$ cat src/rtl/pipe_ctrl_pkg.sv
// rtl/pipe_ctrl_pkg.sv - shared stall indices, stall masks and FSM encodings for pipe_ctrl
package pipe_ctrl_pkg;

  localparam int STALL_W = 6;

  localparam int STALL_PC  = 0;
  localparam int STALL_IF  = 1;
  localparam int STALL_ID  = 2;
  localparam int STALL_EX  = 3;
  localparam int STALL_MEM = 4;
  localparam int STALL_WB  = 5;

  localparam logic [STALL_W-1:0] STALL_NONE     = 6'b000000;
  localparam logic [STALL_W-1:0] STALL_MASK_IF  = 6'b000011;
  localparam logic [STALL_W-1:0] STALL_MASK_ID  = 6'b000111;
  localparam logic [STALL_W-1:0] STALL_MASK_MEM = 6'b011111;

  // Front-end hold applied while a redirect is outstanding
  localparam logic [STALL_W-1:0] STALL_FETCH_HOLD = 6'b000011;

  localparam logic [31:0] ZERO_WORD = 32'h0000_0000;

  typedef enum logic {
    ST_RUN      = 1'b0,
    ST_REDIRECT = 1'b1
  } pipe_state_e;

endpackage

$ cat src/rtl/pipe_stall_arb.sv
// rtl/pipe_stall_arb.sv - combinational priority encoder for stage stall requests (MEM > ID > IF)
module pipe_stall_arb
  import pipe_ctrl_pkg::*;
(
  input  logic               if_stallreq,
  input  logic               id_stallreq,
  input  logic               mem_stallreq,
  output logic [STALL_W-1:0] stall_req
);

  always_comb begin
    stall_req = STALL_NONE;
    if (mem_stallreq) begin
      stall_req = STALL_MASK_MEM;
    end else if (id_stallreq) begin
      // EX keeps advancing so ID_EX takes a bubble
      stall_req = STALL_MASK_ID;
    end else if (if_stallreq) begin
      stall_req = STALL_MASK_IF;
    end
  end

endmodule

$ cat src/rtl/pipe_ctrl.sv
// rtl/pipe_ctrl.sv - pipeline stall merge, branch redirect handshake and front-end flush
// Optional PIPE_PERF_CNT_EN adds stall-cycle and flush counters.
module pipe_ctrl
  import pipe_ctrl_pkg::*;
#(
  parameter int ADDR_W = 32
) (
  input  logic               clk,
  input  logic               rst,
  input  logic               if_stallreq,
  input  logic               id_stallreq,
  input  logic               mem_stallreq,
  input  logic               ex_b_flag,
  input  logic [ADDR_W-1:0]  ex_b_target,
  output logic [STALL_W-1:0] stall,
  output logic               flush,
  output logic               redirect_valid,
  output logic [ADDR_W-1:0]  redirect_pc,
  input  logic               redirect_ack,
  output logic               busy
`ifdef PIPE_PERF_CNT_EN
  ,
  output logic [31:0]        perf_stall_cycles,
  output logic [31:0]        perf_flushes
`endif
);

  pipe_state_e        state_q;
  pipe_state_e        state_d;
  logic [STALL_W-1:0] stall_req;
  logic               capture;

  pipe_stall_arb u_stall_arb (
    .if_stallreq  (if_stallreq),
    .id_stallreq  (id_stallreq),
    .mem_stallreq (mem_stallreq),
    .stall_req    (stall_req)
  );

  assign busy  = (state_q == ST_REDIRECT);
  assign stall = stall_req | (busy ? STALL_FETCH_HOLD : STALL_NONE);

  // A branch is only taken over when EX is advancing; otherwise EX re-presents it
  assign capture = (state_q == ST_RUN) && ex_b_flag && !stall[STALL_EX];

  always_comb begin
    state_d = state_q;
    case (state_q)
      ST_RUN: begin
        if (capture) begin
          state_d = ST_REDIRECT;
        end
      end
      ST_REDIRECT: begin
        if (redirect_ack) begin
          state_d = ST_RUN;
        end
      end
      default: state_d = ST_RUN;
    endcase
  end

  always_ff @(posedge clk or negedge rst) begin
    if (!rst) begin
      state_q        <= ST_RUN;
      flush          <= 1'b0;
      redirect_valid <= 1'b0;
      redirect_pc    <= '0;
    end else begin
      state_q <= state_d;
      flush   <= capture;
      if (capture) begin
        redirect_valid <= 1'b1;
        redirect_pc    <= ex_b_target;
      end else if ((state_q == ST_REDIRECT) && redirect_ack) begin
        redirect_valid <= 1'b0;
      end
    end
  end

`ifdef PIPE_PERF_CNT_EN
  always_ff @(posedge clk or negedge rst) begin
    if (!rst) begin
      perf_stall_cycles <= ZERO_WORD;
      perf_flushes      <= ZERO_WORD;
    end else begin
      if (stall != STALL_NONE) begin
        perf_stall_cycles <= perf_stall_cycles + 32'd1;
      end
      if (flush) begin
        perf_flushes <= perf_flushes + 32'd1;
      end
    end
  end
`endif

endmodule

$ cat config.mk
export PLATFORM = sky130hd
export DESIGN_NAME = pipe_ctrl
export DESIGN_NICKNAME = d
export VERILOG_FILES = /design/src/rtl/pipe_ctrl_pkg.sv /design/src/rtl/pipe_stall_arb.sv /design/src/rtl/pipe_ctrl.sv
export SDC_FILE = /design/constraint.sdc
export NUM_CORES = 1
export LEC_CHECK = 0
export BUFFER_PORTS_ARGS = -buffer_cell sky130_fd_sc_hd__buf_4
export CAP_MARGIN = 20
export CORE_MARGIN = 8
export CORE_UTILIZATION = 38
export CTS_CLUSTER_SIZE = 20
export DETAILED_ROUTE_END_ITERATION = 6
export GPL_TIMING_DRIVEN = 0
export PLACE_DENSITY = 0.74
export SYNTH_ARGS = -nofsm -noshare
export SYNTH_HDL_FRONTEND = slang
export SYNTH_HIERARCHICAL = 1
export SYNTH_SLANG_ARGS = --single-unit
$ cat constraint.sdc
create_clock -name clk -period 1.4 [get_ports clk]
set_input_delay 0.14 -clock clk [delete_from_list [all_inputs] [get_ports clk]]
set_output_delay 0.14 -clock clk [all_outputs]
set_load 0.03 [all_outputs]
==> impl_summary.log <==
INFO  metric sw_frac_of_total = 0.338
INFO  metric critical_path.max_fanout = 10
INFO  metric rows = 22
INFO  metric post-route-drc-count = 0
INFO  metric achievable-frequency = a little over 700 MHz
INFO  metric power.leakage = roughly 1.1 nW
INFO  metric final_area = ~2200 um^2
INFO  metric period_minus_slack = 1.39 ns
INFO  metric syn-num-nets = 124
INFO  metric report.final.hold_viol_count = 0
INFO  metric drtPass1Iterations = 3
INFO  metric initial_antenna_violation_count = 0
INFO  metric pwr-share-comb = 0.377
INFO  metric detail-route-antenna-nets = 0
INFO  metric rsz0062_at_grt = yes
INFO  metric grt_pass1_vias = around 1.2k
INFO  metric syn_avg_cell_area = 16.2 um^2
INFO  metric synth_cells = 85
INFO  metric synth-seq-area-share = 0.636
INFO  metric clock-sinks = 35
INFO  metric int_pwr = between 2 and 2.5 mW
INFO  metric numPortBuffers = approximately 80
INFO  metric routed_via_density = approximately 4.5
INFO  metric syn_area = approximately 1400 um^2
INFO  metric ios = 80
INFO  metric crit_required = roughly 1.6 ns
INFO  metric critical_path.endpoint_type = register
INFO  metric cts_tree = built
INFO  metric hold_class = input pin to register
INFO  metric grt_overall_usage = 0.126
INFO  metric cts.root.buffer_cell = sky130_fd_sc_hd__clkbuf_4
INFO  metric clock_path_buffers = 2
INFO  metric clkLatencyLatePin = roughly 0.33 ns
INFO  metric vias = around 1k
INFO  metric worst_clock_skew = roughly 0.0062 ns
INFO  metric first_iter_violations = 25
INFO  metric initial_core_util = 0.385
INFO  metric finalWirelength = 3610 um
INFO  metric total_core_area = between 3000 and 4000 um^2
INFO  metric synthDominantAreaCellType = sky130_fd_sc_hd__dfrtp_1
INFO  metric gr-total-overflow = 0
INFO  metric setup_viol_count_final = 0
INFO  metric run_status = finished clean
INFO  metric period_share = 0.993
INFO  metric timing_worst_setup_path_type = register to register
INFO  metric final_max_slew_viol_count = 0
INFO  metric total_power = about 3.4 mW
INFO  metric max-cap-violations = 0
INFO  metric dpl_cell_area = 2030 um^2
INFO  metric worst-endpoint-arrival = 1.61 ns
INFO  metric globalplace.congestion = ~0.73
INFO  metric n_antenna_cell = 0
INFO  metric area.growth.synth_to_final = 59.9%
INFO  metric cts_made_buffers = 5
INFO  metric grt_start_max_net_pins = 36
INFO  metric synthesis.yosys.warnings = 6
INFO  metric synth.lib_cells_used.distinct = 14
INFO  metric synth_top_area_frac = 0.636
INFO  metric worst_setup_hold_path_clk_slew = roughly 0.11 ns
INFO  metric power.net_switching = about 1.1 mW
INFO  metric worst_voltage_drop_across_the_vdd_grid = around 0.65 mV
INFO  metric overall_die_area = 5800 um^2
INFO  metric die_h = 76.2 um
INFO  metric htreeDepth = 2
INFO  metric pwr-share-clk = 0.224
INFO  metric ys_ff_latch = 35
INFO  metric routed_wire_length_per_instance = between 15 and 20 um
INFO  metric grt_pass1_wl = 5930 um
INFO  metric synthTopCellsByArea = sky130_fd_sc_hd__dfrtp_1 64%, sky130_fd_sc_hd__mux2_2 25%, sky130_fd_sc_hd__buf_6 2.5%
INFO  metric critPathLaunchType = register
INFO  metric power.density = between 1500 and 2000 nW/um^2
INFO  metric post_route_cells_drive_above_1_share = 0.744
INFO  metric nNetsFinal = between 200 and 250
INFO  metric power.share.sequential = 0.399
INFO  metric floorplan.die.width = roughly 76 um
## registers in the layout (all words and copies together), names as in the netlist
signal and flops:
flush 1, redirect_valid 1, redirect_pc 32, busy 1
## per-stage QoR
step / setup TNS, ns / cells / utilization / setup slack [ns] / hold WS, ns
3_5_place_dp: -3.33 / 211 / 0.566 / -0.138 / 0.115
2_1_floorplan: -2.20 / 85 / - / -0.0809 / -0.156
5_1_grt: -1.02 / 224 / 0.615 / -0.0549 / 0.00442
4_1_cts: -0.00158 / 224 / 0.607 / -0.00158 / 0.0143
3_3_place_gp: -3.15 / 211 / 0.566 / -0.119 / 0.105
6_report: 0 / 224 / 0.615 / 0.0105 / 0.0249
## worst paths after layout
check / end / slack [ns] / cells after the start / startpoint
min in group asynchronous: redirect_pc[27] / 0.28 / 2 / rst
hold / removal: redirect_pc[31] / 0.02 / 2 / ex_b_target[31]
hold reg to reg: redirect_pc[31] / 0.50 / 1 / redirect_pc[31]
max in group asynchronous: busy / 0.79 / 2 / rst
setup / recovery: redirect_pc[19] / 0.01 / 4 / busy
setup reg to reg: redirect_pc[19] / 0.01 / 4 / busy
## final cells by class
class,instances,area (um^2)
Fill cell,289,1380
Multi-Input combinational cell,41,465
Sequential cell,35,877
Clock inverter,2,35.0
Tap cell,48,60.1
Buffer,7,67.6
Clock buffer,6,51.3
Timing Repair Buffer,83,637
Inverter,2,7.51
## cells in the mapped netlist
| cell type | count |
|---|---|
| sky130_fd_sc_hd__a21o_1 | 1 |
| sky130_fd_sc_hd__or2_2 | 2 |
| sky130_fd_sc_hd__mux2_1 | 2 |
| sky130_fd_sc_hd__buf_6 | 3 |
| sky130_fd_sc_hd__a21oi_1 | 1 |
| sky130_fd_sc_hd__nor3b_4 | 1 |
| sky130_fd_sc_hd__or3_1 | 1 |
| sky130_fd_sc_hd__dfrtp_1 | 35 |
| sky130_fd_sc_hd__or2_1 | 1 |
| sky130_fd_sc_hd__conb_1 | 1 |
| sky130_fd_sc_hd__inv_1 | 2 |
| sky130_fd_sc_hd__mux2_2 | 30 |
| sky130_fd_sc_hd__buf_4 | 4 |
| sky130_fd_sc_hd__o2bb2ai_1 | 1 |
## logic make-up (layout without fill, tap and decap cells)
| kind of cell | count (synthesis) | after routing | synth area share |
|---|---|---|---|
| mux | 32 | 32 | 0.262 |
| compound gates | 3 | 3 | 0.0155 |
| buf+inv | 9 | 100 | 0.0518 |
| other cells | 1 | 1 | 0.00272 |
| flops | 35 | 35 | 0.636 |
| simple gates | 5 | 5 | 0.0318 |
## per-layer routing
metal | track usage | part of all wire | up-vias
met1 | 0.132 | 0.40 | 497
li1 | - | - | 465
met2 | 0.226 | 0.54 | 41
met4 | 0.0635 | 0.0094 | 0
met3 | 0.0330 | 0.049 | 2
met5 | 0 | 0 | -
## cell usage in the layout, fill, tap and decap left out
| cell type | netlist | final |
|---|---|---|
| sky130_fd_sc_hd__buf_4 | 4 | 83 |
| sky130_fd_sc_hd__dfrtp_1 | 35 | 34 |
| sky130_fd_sc_hd__mux2_2 | 30 | 21 |
| sky130_fd_sc_hd__mux2_4 | 0 | 9 |
| sky130_fd_sc_hd__buf_6 | 3 | 5 |
| sky130_fd_sc_hd__clkbuf_4 | 0 | 5 |
| sky130_fd_sc_hd__inv_1 | 2 | 2 |
| sky130_fd_sc_hd__mux2_1 | 2 | 2 |
| sky130_fd_sc_hd__or2_4 | 0 | 1 |
| sky130_fd_sc_hd__nor3b_4 | 1 | 1 |
| sky130_fd_sc_hd__or2_2 | 2 | 1 |
| sky130_fd_sc_hd__a21o_1 | 1 | 1 |
| sky130_fd_sc_hd__buf_8 | 0 | 1 |
| sky130_fd_sc_hd__a21oi_1 | 1 | 1 |
| sky130_fd_sc_hd__o2bb2ai_1 | 1 | 1 |
| sky130_fd_sc_hd__dfrtp_2 | 0 | 1 |
| sky130_fd_sc_hd__clkbuf_8 | 0 | 1 |
| sky130_fd_sc_hd__bufinv_16 | 0 | 1 |
| sky130_fd_sc_hd__clkinv_2 | 0 | 1 |
| sky130_fd_sc_hd__dlygate4sd3_1 | 0 | 1 |
| sky130_fd_sc_hd__or2_1 | 1 | 1 |
| sky130_fd_sc_hd__or3_1 | 1 | 1 |
| sky130_fd_sc_hd__conb_1 | 1 | 1 |
## timing repair
item / CTS / global route
setup endpoints to repair: 30 / 33
cloned: 1 / 0
pin swaps: 1 / 1
buffers inserted: 3 / 0
hold endpoints to repair: 35 / 0
gates resized for setup: 6 / 8
hold buffers: 1 / 0
## critical path, stage by stage, from the launching register on
cell and delay, ns:
sky130_fd_sc_hd__dfrtp_2 0.45, sky130_fd_sc_hd__nor3b_4 0.19, sky130_fd_sc_hd__buf_6 0.15, sky130_fd_sc_hd__buf_6 0.15
sky130_fd_sc_hd__mux2_2 0.34
## power groups by stage
stage | clock network (mW) | logic [mW] | registers [mW]
finish | 0.752 | 1.26 | 1.34
global route | 0.820 | 1.32 | 1.37
CTS | 0.778 | 1.25 | 1.34
detailed placement | 0 | 1.22 | 1.36
global placement | 0 | 1.20 | 1.35
floorplan | 0 | 0.263 | 1.78
Note: power is estimated with default switching activity, not from simulation.
